### config.mk
export PLATFORM = sky130hd
export DESIGN_NAME = pc_gen
export DESIGN_NICKNAME = d
export VERILOG_FILES = /design/src/rtl/pc_gen_pkg.sv /design/src/rtl/pc_btb.sv /design/src/rtl/pc_gen.sv
export SDC_FILE = /design/constraint.sdc
export NUM_CORES = 1
export LEC_CHECK = 0
export CAP_MARGIN = 0
export CORE_ASPECT_RATIO = 0.8
export CORE_UTILIZATION = 36
export CTS_CLUSTER_SIZE = 30
export DETAILED_ROUTE_END_ITERATION = 10
export PLACE_DENSITY = 0.87
export SLEW_MARGIN = 40
export SYNTH_ARGS = -nofsm -noshare
export SYNTH_HDL_FRONTEND = slang
export SYNTH_SLANG_ARGS = --single-unit
### constraint.sdc
create_clock -name clk_i -period 6.7 [get_ports clk_i]
set_input_delay 1.34 -clock clk_i [delete_from_list [all_inputs] [get_ports clk_i]]
set_output_delay 1.34 -clock clk_i [all_outputs]
set_load 0.01 [all_outputs]
### src/rtl/pc_gen_pkg.sv
// Shared defines for the fetch PC generator: address width, reset vector
// and instruction size defaults, plus the fetch handshake state type.
package pc_gen_pkg;

   localparam int          PC_ADDR_WIDTH   = 32;
   localparam logic [31:0] PC_RESET_VECTOR = 32'h0000_0000;
   localparam int          PC_INST_BYTES   = 4;
   localparam int          PC_BTB_DEPTH    = 16;

   // FS_RESET: fetch not yet started after reset; FS_FETCH: pc_o is a live request.
   typedef enum logic {
      FS_RESET = 1'b0,
      FS_FETCH = 1'b1
   } fetch_state_e;

endpackage

### src/rtl/pc_btb.sv
// Direct-mapped branch target buffer for the fetch PC generator.
// Combinational lookup on the fetch PC, single-port update from exe,
// reset clears every valid bit (tag/target storage is not reset).
// Only instantiated when PC_BTB_EN is defined.
module pc_btb #(
   parameter int ADDR_WIDTH = 32,
   parameter int INST_BYTES = 4,
   parameter int BTB_DEPTH  = 16
) (
   input  logic                  clk_i,
   input  logic                  rst_i,
   input  logic [ADDR_WIDTH-1:0] lk_pc_i,
   output logic                  lk_hit_o,
   output logic [ADDR_WIDTH-1:0] lk_target_o,
   input  logic                  upd_en_i,
   input  logic [ADDR_WIDTH-1:0] upd_pc_i,
   input  logic [ADDR_WIDTH-1:0] upd_target_i,
   input  logic                  upd_taken_i
);

   localparam int OFF   = $clog2(INST_BYTES);
   localparam int IDX   = $clog2(BTB_DEPTH);
   localparam int TAG_W = ADDR_WIDTH - OFF - IDX;

   logic [BTB_DEPTH-1:0]  vld_q;
   logic [TAG_W-1:0]      tag_q [BTB_DEPTH];
   logic [ADDR_WIDTH-1:0] tgt_q [BTB_DEPTH];

   logic [IDX-1:0]   lk_idx, upd_idx;
   logic [TAG_W-1:0] lk_tag, upd_tag;

   assign lk_idx  = lk_pc_i[OFF +: IDX];
   assign lk_tag  = lk_pc_i[ADDR_WIDTH-1 : OFF+IDX];
   assign upd_idx = upd_pc_i[OFF +: IDX];
   assign upd_tag = upd_pc_i[ADDR_WIDTH-1 : OFF+IDX];

   // Byte-offset bits never participate in index or tag.
   generate
      if (OFF > 0) begin : g_lsb
         logic unused_lsb;
         assign unused_lsb = ^{lk_pc_i[OFF-1:0], upd_pc_i[OFF-1:0]};
      end
   endgenerate

   // Lookup reads the registered table, so a same-cycle update is not visible.
   always_comb begin
      lk_hit_o    = vld_q[lk_idx] && (tag_q[lk_idx] == lk_tag);
      lk_target_o = tgt_q[lk_idx];
   end

   // Valid bits: set on taken, cleared on not-taken only when the tag matches.
   always_ff @(posedge clk_i or posedge rst_i) begin
      if (rst_i) begin
         vld_q <= '0;
      end else if (upd_en_i) begin
         if (upd_taken_i)
            vld_q[upd_idx] <= 1'b1;
         else if (tag_q[upd_idx] == upd_tag)
            vld_q[upd_idx] <= 1'b0;
      end
   end

   // Tag/target payload is written only by taken updates.
   always_ff @(posedge clk_i) begin
      if (upd_en_i && upd_taken_i) begin
         tag_q[upd_idx] <= upd_tag;
         tgt_q[upd_idx] <= upd_target_i;
      end
   end

endmodule

### src/rtl/pc_gen.sv
// Fetch PC generator: next-PC priority mux (trap > jump > stall > handshake
// > prediction > sequential) and fetch valid/ready handshake state.
// Macro PC_BTB_EN builds the pc_btb predictor; without it pred_taken_o is 0,
// pred_target_o is the sequential PC and the upd_* inputs are ignored.
module pc_gen
   import pc_gen_pkg::*;
#(
   parameter int                    ADDR_WIDTH   = PC_ADDR_WIDTH,
   parameter logic [ADDR_WIDTH-1:0] RESET_VECTOR = ADDR_WIDTH'(PC_RESET_VECTOR),
   parameter int                    INST_BYTES   = PC_INST_BYTES,
   parameter int                    BTB_DEPTH    = PC_BTB_DEPTH
) (
   input  logic                  clk_i,
   input  logic                  rst_i,
   input  logic                  stall_i,
   input  logic                  jump_en_i,
   input  logic [ADDR_WIDTH-1:0] jump_addr_i,
   input  logic                  trap_en_i,
   input  logic [ADDR_WIDTH-1:0] trap_addr_i,
   input  logic                  ready_i,
   input  logic                  upd_en_i,
   input  logic [ADDR_WIDTH-1:0] upd_pc_i,
   input  logic [ADDR_WIDTH-1:0] upd_target_i,
   input  logic                  upd_taken_i,
   output logic [ADDR_WIDTH-1:0] pc_o,
   output logic                  valid_o,
   output logic                  pred_taken_o,
   output logic [ADDR_WIDTH-1:0] pred_target_o
);

   fetch_state_e          state_q, state_d;
   logic [ADDR_WIDTH-1:0] pc_q, pc_d;
   logic [ADDR_WIDTH-1:0] pc_seq;
   logic                  hit;
   logic [ADDR_WIDTH-1:0] hit_tgt;

   // Wraps modulo 2^ADDR_WIDTH by construction.
   assign pc_seq = pc_q + ADDR_WIDTH'(INST_BYTES);

`ifdef PC_BTB_EN
   pc_btb #(
      .ADDR_WIDTH (ADDR_WIDTH),
      .INST_BYTES (INST_BYTES),
      .BTB_DEPTH  (BTB_DEPTH)
   ) u_btb (
      .clk_i        (clk_i),
      .rst_i        (rst_i),
      .lk_pc_i      (pc_q),
      .lk_hit_o     (hit),
      .lk_target_o  (hit_tgt),
      .upd_en_i     (upd_en_i),
      .upd_pc_i     (upd_pc_i),
      .upd_target_i (upd_target_i),
      .upd_taken_i  (upd_taken_i)
   );
`else
   logic unused_upd;
   assign unused_upd = ^{upd_en_i, upd_pc_i, upd_target_i, upd_taken_i};
   assign hit        = 1'b0;
   assign hit_tgt    = pc_seq;
`endif

   assign pc_o          = pc_q;
   assign valid_o       = (state_q == FS_FETCH);
   assign pred_taken_o  = hit;
   assign pred_target_o = hit ? hit_tgt : pc_seq;

   // Next-PC selection; redirects override stall and the handshake.
   always_comb begin
      state_d = FS_FETCH;
      pc_d    = pc_q;
      if (trap_en_i)
         pc_d = trap_addr_i;
      else if (jump_en_i)
         pc_d = jump_addr_i;
      else if (stall_i)
         pc_d = pc_q;
      else if (!(valid_o && ready_i))
         pc_d = pc_q;
      else if (hit)
         pc_d = hit_tgt;
      else
         pc_d = pc_seq;
   end

   // PC and handshake state registers.
   always_ff @(posedge clk_i or posedge rst_i) begin
      if (rst_i) begin
         state_q <= FS_RESET;
         pc_q    <= RESET_VECTOR;
      end else begin
         state_q <= state_d;
         pc_q    <= pc_d;
      end
   end

endmodule

==> flow_metrics.py, run 1 <==
metrics = {
    "setup_path": {
        "r2r_end": "pc_o[20]",
        "cp.arrival_ns": 2.96,
        "cp_num_buf_inv": 1,
        "crit_cells": 6,
        "crit_path_end": "pred_target_o[30]",
        "reg2reg_from": "pc_o[10]",
        "path_cells": "nand4_1, or4_4, nor4_4, nand2_1, xnor2_1, clkdlybuf4s50_1",
        "crit_type": "reg2out",
        "end_kind": "output pin",
        "critPathLaunchType": "flop",
        "max_stage_delay_ns": 0.65,
        "crit_path_top_delay_cell": "or4_4",
        "path_max_fanout": 8,
        "cp-startpoint": "pc_o[10]",
        "critPathTopFamily": "simple AND/OR/NAND/NOR gates",
        "r2r_slack_ns": 4.42,
        "required_ns": 5.36,
        "reg2reg_depth": 5,
    },
    "global_route": {
        "antenna_found_initial": 0,
        "grt_overflow_total": 0,
        "track_usage": 0.257,
        "grt_pass1_wl_um": 14600,
        "grt_max_degree": 34,
        "grt_pass1_vias": 2849,
    },
    "route": {
        "dr.pass1.iters": 5,
        "wl_per_cell_um": 18.1,
        "drt-initial-drc-count": 209,
        "drc": 0,
        "vias": 2991,
        "wirelength_um": 9420,
        "vias_per_cell": 5.75,
        "antenna_left": 0,
    },
    "clocking": {
        "htreeDepth": 2,
        "clk_pin_slew_ns": 0.07,
        "postCtsHoldBufs": 0,
        "cts_buffer_depth": 2,
        "cts_root_buffer": "clkbuf_8",
        "clk_latency_ns": 0.28,
        "clock_sinks": 33,
        "cts_resized": 0,
        "cts_tree": "yes",
        "cts_buffers": 5,
        "post_cts_buffers": 0,
    },
    "worst_hold_path": {
        "min_path_type": "reg2reg",
    },
    "final_layout": {
        "final.fill_count": 593,
        "drive_gt1_frac": 0.0505,
        "diodes": 0,
        "fin_cells": 520,
        "post-route-cell-area_um2": 3980,
        "final_common_cell": "clkdlybuf4s50_1",
        "mostFrequentLayoutCells": "clkdlybuf4s50_1 (133), dfrtp_1 (33), nor2_1 (29), nand2_1 (28), a21oi_1 (26)",
        "nets": 573,
        "seq_area_um2": 826,
        "multi_input_area_um2": 1570,
        "syn_to_final_growth_pct": 58.3,
    },
    "power": {
        "power_frac_clock": 0.231,
        "p_sw_frac": 0.333,
        "cellPowerDensity_nw_per_um2": 168,
        "p_comb_frac": 0.380,
        "p_sw_mw": 0.223,
        "peakVddDrop_mv": 0.0863,
        "p_leak_nw": 1.50,
        "internal-power_mw": 0.446,
        "power_frac_seq": 0.389,
    },
    "logic_synthesis": {
        "netlist_instances": 312,
        "synth_edf_count": 0,
        "synthFlopType": "dfrtp_1",
        "ys_seq_area_frac": 0.328,
        "avgSynthCellArea_um2": 8.06,
        "async_flop_share": 1.00,
        "yosysWarnings": 0,
        "syn-num-nets": 449,
        "ys_ff_latch": 33,
        "syn_area_um2": 2520,
        "synth_cell_types": 44,
    },
    "sta": {
        "worst_slew_pin_slew_ns": 0.744,
        "fin_skew_ns": 0.00421,
        "clock.fmax_ghz": 0.232,
        "rsz0062_at_grt": "no",
        "worst_slack_ns": 2.40,
        "final.period_utilization": 0.642,
        "period_needed_ns": 4.30,
        "hold_viol_final": 0,
        "setup_viol_count_final": 0,
        "report.final.slew_viol_count": 0,
        "relSlewSlack": 0.503,
        "final.setup.tns_ns": 0,
    },
    "floorplanning": {
        "die_area_um2": 7330,
        "start_util": 0.383,
        "die_w_um": 95.5,
        "row_count": 26,
        "io_pins": 202,
        "coreArea_um2": 6570,
        "die_h_um": 76.8,
    },
    "placed_design": {
        "hpwl_um": 6940,
        "globalplace.congestion": 0.865,
        "port_buffers": 134,
        "placed_area_um2": 3900,
        "dp.cells": 513,
        "pre_cts_slack_ns": 2.44,
    },
    "run": {
        "max_cap_violations": 0,
    },
    "status": {
        "status": "finished clean",
    },
}
stage by stage:
step / power [mW] / utilization / hold WS, ns
final: 0.670 / 0.606 / 0.610
after global routing: 0.699 / 0.606 / 0.633
after CTS: 0.669 / 0.607 / 0.611
after detailed placement: 0.516 / 0.594 / 0.592
after global placement: 0.511 / 0.593 / 0.589
after floorplan: 0.362 / - / 0.585
how the worst min path moves through the flow:
stage             from  endpoint  slack (ns)  cells past startpoint
6_report       pc_o[9]   pc_o[9]        0.61                      2
5_1_grt        pc_o[9]   pc_o[9]        0.63                      2
3_5_place_dp   pc_o[9]   pc_o[9]        0.59                      2
3_3_place_gp   pc_o[1]   pc_o[1]        0.59                      2
2_1_floorplan  pc_o[9]   pc_o[9]        0.58                      2
4_1_cts        pc_o[9]   pc_o[9]        0.61                      2
power groups by stage:
stage	combinational, mW	clock [mW]	sequential, mW
2_1_floorplan	0.104	0	0.258
3_3_place_gp	0.249	0	0.261
3_5_place_dp	0.254	0	0.263
4_1_cts	0.255	0.155	0.259
5_1_grt	0.272	0.163	0.264
6_report	0.254	0.154	0.261
worst min-delay path: cells and delay by family (launching register included):
kind | cells | cell delay (ns)
DFF | 1 | 0.43
AOI/OAI and AO/OA | 1 | 0.09
and+or+nand+nor | 1 | 0.06
layout make-up:
cell class                 instances  share of cell area
clock buffer                       7              0.0217
tap                               84              0.0264
sequential                        33               0.207
timing repair buffer             138               0.343
multi-input combinational        250               0.394
inverter                           8             0.00754
cells in the mapped netlist (2+ instances only):
master / number / share of area
a21oi_1: 26 / 0.052
a221o_1: 5 / 0.020
a22oi_1: 6 / 0.018
a31oi_1: 3 / 0.0075
and3_1: 3 / 0.0075
and4_1: 3 / 0.010
buf_2: 3 / 0.0060
buf_4: 3 / 0.0090
clkbuf_1: 14 / 0.021
conb_1: 2 / 0.0030
dfrtp_1: 33 / 0.33
inv_1: 7 / 0.010
mux2i_1: 5 / 0.020
nand2_1: 28 / 0.042
nand3_1: 19 / 0.038
nand3b_1: 2 / 0.0060
nand4_1: 16 / 0.040
nor2_1: 30 / 0.045
nor3_1: 7 / 0.014
nor4_1: 4 / 0.0099
nor4_4: 2 / 0.017
o21a_1: 3 / 0.0090
o21ai_0: 17 / 0.034
o22ai_1: 10 / 0.025
o2bb2ai_1: 3 / 0.010
or2_2: 4 / 0.0099
or3_1: 2 / 0.0050
xnor2_1: 19 / 0.066
xor2_1: 18 / 0.063
routing by layer:
| metal | track usage | part of all wire | vias up |
|---|---|---|---|
| met3 | 0.0546 | 0.092 | 13 |
| li1 | - | - | 1380 |
| met2 | 0.437 | 0.47 | 157 |
| met1 | 0.338 | 0.42 | 1441 |
| met4 | 0.0418 | 0.0099 | 0 |
| met5 | 0 | 0 | - |
cell families after synthesis:
logic type | share of synthesized area
xor gates and xnor gates | 0.129
adders and majority gates | 0.00497
other | 0.00298
DFF | 0.328
and+or+nand+nor | 0.273
buffers and inverters | 0.0492
AOI/OAI and AO/OA | 0.193
muxes | 0.0199
sequential cells by signal, indices dropped and copies added (netlist names):
signal and flops:
valid_o 1, pc_o 32
Power figures use the tool's default switching activity.
==> run 2: changes to the inputs <==
--- a/config.mk
+++ b/config.mk
@@ -7,10 +7,10 @@
 export LEC_CHECK = 0
 export CAP_MARGIN = 0
 export CORE_ASPECT_RATIO = 0.8
-export CORE_UTILIZATION = 36
+export CORE_UTILIZATION = 34
 export CTS_CLUSTER_SIZE = 30
 export DETAILED_ROUTE_END_ITERATION = 10
-export PLACE_DENSITY = 0.87
+export PLACE_DENSITY = 0.83
 export SLEW_MARGIN = 40
 export SYNTH_ARGS = -nofsm -noshare
 export SYNTH_HDL_FRONTEND = slang
==> constraint.sdc (replaced) <==
create_clock -name clk_i -period 4.1 [get_ports clk_i]
set_input_delay 0.82 -clock clk_i [delete_from_list [all_inputs] [get_ports clk_i]]
set_output_delay 0.82 -clock clk_i [all_outputs]
set_load 0.01 [all_outputs]
==> flow_metrics.py, run 2 (same netlist as run 1, synthesis figures left out) <==
metrics = {
    "sta": {
        "relSlewSlack": 0.537,
        "report.final.slew_viol_count": 0,
        "hold_viol_final": 0,
        "final.period_utilization": 0.928,
        "setup_viol_count_final": 0,
        "rsz0062_at_grt": "no",
        "clock.fmax_ghz": 0.263,
        "final.setup.tns_ns": 0,
        "worst_slew_pin_slew_ns": 0.692,
        "fin_skew_ns": 0.00920,
        "period_needed_ns": 3.80,
    },
    "clocking": {
        "clock_sinks": 33,
        "cts_buffer_depth": 2,
        "cts_tree": "yes",
        "clk_pin_slew_ns": 0.06,
        "cts_root_buffer": "clkbuf_8",
        "post_cts_buffers": 0,
        "htreeDepth": 2,
        "postCtsHoldBufs": 0,
        "cts_resized": 0,
        "clk_latency_ns": 0.28,
        "cts_buffers": 5,
    },
    "floorplanning": {
        "die_w_um": 98.2,
        "row_count": 27,
        "coreArea_um2": 7030,
        "io_pins": 202,
        "die_area_um2": 7750,
        "start_util": 0.358,
        "die_h_um": 78.9,
    },
    "route": {
        "wl_per_cell_um": 17.9,
        "antenna_left": 0,
        "vias": 2976,
        "vias_per_cell": 5.65,
        "drc": 6,
        "wirelength_um": 9430,
        "dr.pass1.iters": 10,
        "drt-initial-drc-count": 207,
    },
    "final_layout": {
        "post-route-cell-area_um2": 4010,
        "drive_gt1_frac": 0.0523,
        "multi_input_area_um2": 1570,
        "final.fill_count": 652,
        "mostFrequentLayoutCells": "clkdlybuf4s50_1 (134), dfrtp_1 (33), nor2_1 (29), nand2_1 (28), a21oi_1 (26)",
        "diodes": 0,
        "syn_to_final_growth_pct": 59.3,
        "largest_reg_flops": 32,
        "seq_area_um2": 826,
        "final_common_cell": "clkdlybuf4s50_1",
        "nets": 576,
    },
    "placed_design": {
        "port_buffers": 134,
        "globalplace.congestion": 0.855,
        "placed_area_um2": 3930,
        "hpwl_um": 7000,
    },
    "global_route": {
        "antenna_found_initial": 0,
        "track_usage": 0.241,
        "grt_overflow_total": 0,
        "grt_pass1_vias": 2942,
        "grt_pass1_wl_um": 14700,
        "grt_max_degree": 34,
    },
    "run": {
        "max_cap_violations": 0,
    },
    "worst_hold_path": {
        "min_path_type": "reg2reg",
    },
    "setup_path": {
        "required_ns": 3.28,
        "critPathLaunchType": "flop",
        "path_cells": "nand4_1, or4_4, nor4_4, nand2_1, xnor2_1, clkdlybuf4s50_1",
        "crit_type": "reg2out",
        "end_kind": "output pin",
        "cp.arrival_ns": 2.98,
        "max_stage_delay_ns": 0.64,
        "crit_path_top_delay_cell": "or4_4",
        "path_max_fanout": 8,
    },
    "power": {
        "peakVddDrop_mv": 0.131,
        "cellPowerDensity_nw_per_um2": 270,
        "p_leak_nw": 1.51,
    },
    "status": {
        "violations": "DRC",
        "status": "complete, but fails checks",
    },
}
## run 2: changes by cell type in the layout (fill, tap and decap cells not counted)
cell | previous run | this run
buf_2 | 1 | 0
clkdlybuf4s50_1 | 133 | 134
clkbuf_1 | 1 | 3
clkbuf_8 | 6 | 5
buf_4 | 4 | 7
## run 2: per-stage QoR
step	worst slack, ns	power (mW)	cells	util	hold slack [ns]
final	0.297	1.08	527	0.570	0.612
after floorplan	1.30	0.592	312	-	0.585
after global routing	0.165	1.14	527	0.570	0.643
after detailed placement	0.671	0.844	519	0.559	0.609
after global placement	0.725	0.838	519	0.559	0.579
after CTS	0.357	1.09	527	0.570	0.625
## run 2: path summary, 6_finish.rpt
| check | cells after the start | startpoint | end | slack, ns |
|---|---|---|---|---|
| max | 6 | pc_o[10] | pred_target_o[30] | 0.30 |
| min | 2 | pc_o[1] | pc_o[1] | 0.61 |
| max reg2reg | 6 | pc_o[2] | pc_o[30] | 1.78 |
| min reg2reg | 2 | pc_o[1] | pc_o[1] | 0.61 |
| max in group asynchronous | 3 | rst_i | pc_o[13] | 2.85 |
| min in group asynchronous | 3 | rst_i | pc_o[25] | 0.94 |
## run 2: layout make-up
type,count,share of cell area
timing repair buffer,141,0.348
tap,87,0.0272
inverter,8,0.00749
sequential,33,0.206
clock buffer,8,0.0200
multi-input combinational,250,0.392
## run 2: routing by layer
metal  track usage  wire (um)  vias up
li1              -          -     1389
met1         0.318       4090     1415
met2         0.407       4420      160
met3        0.0502        800       12
met4        0.0597        122        0
met5             0          0        -
## run 2: report_power, final
group	total, mW	switching, mW	leakage (nW)	internal (mW)
clock network	0.239	0.118	0.0395	0.121
registers	0.425	0.0662	0.383	0.358
logic	0.418	0.178	1.09	0.240
total	1.08	0.362	1.51	0.719
## run 2: critical path, delay by kind of cell (launching register included)
family	cells	cell delay, ns
xor gates and xnor gates	1	0.16
buffers and inverters	1	0.55
DFF	1	0.49
and+or+nand+nor	4	1.49
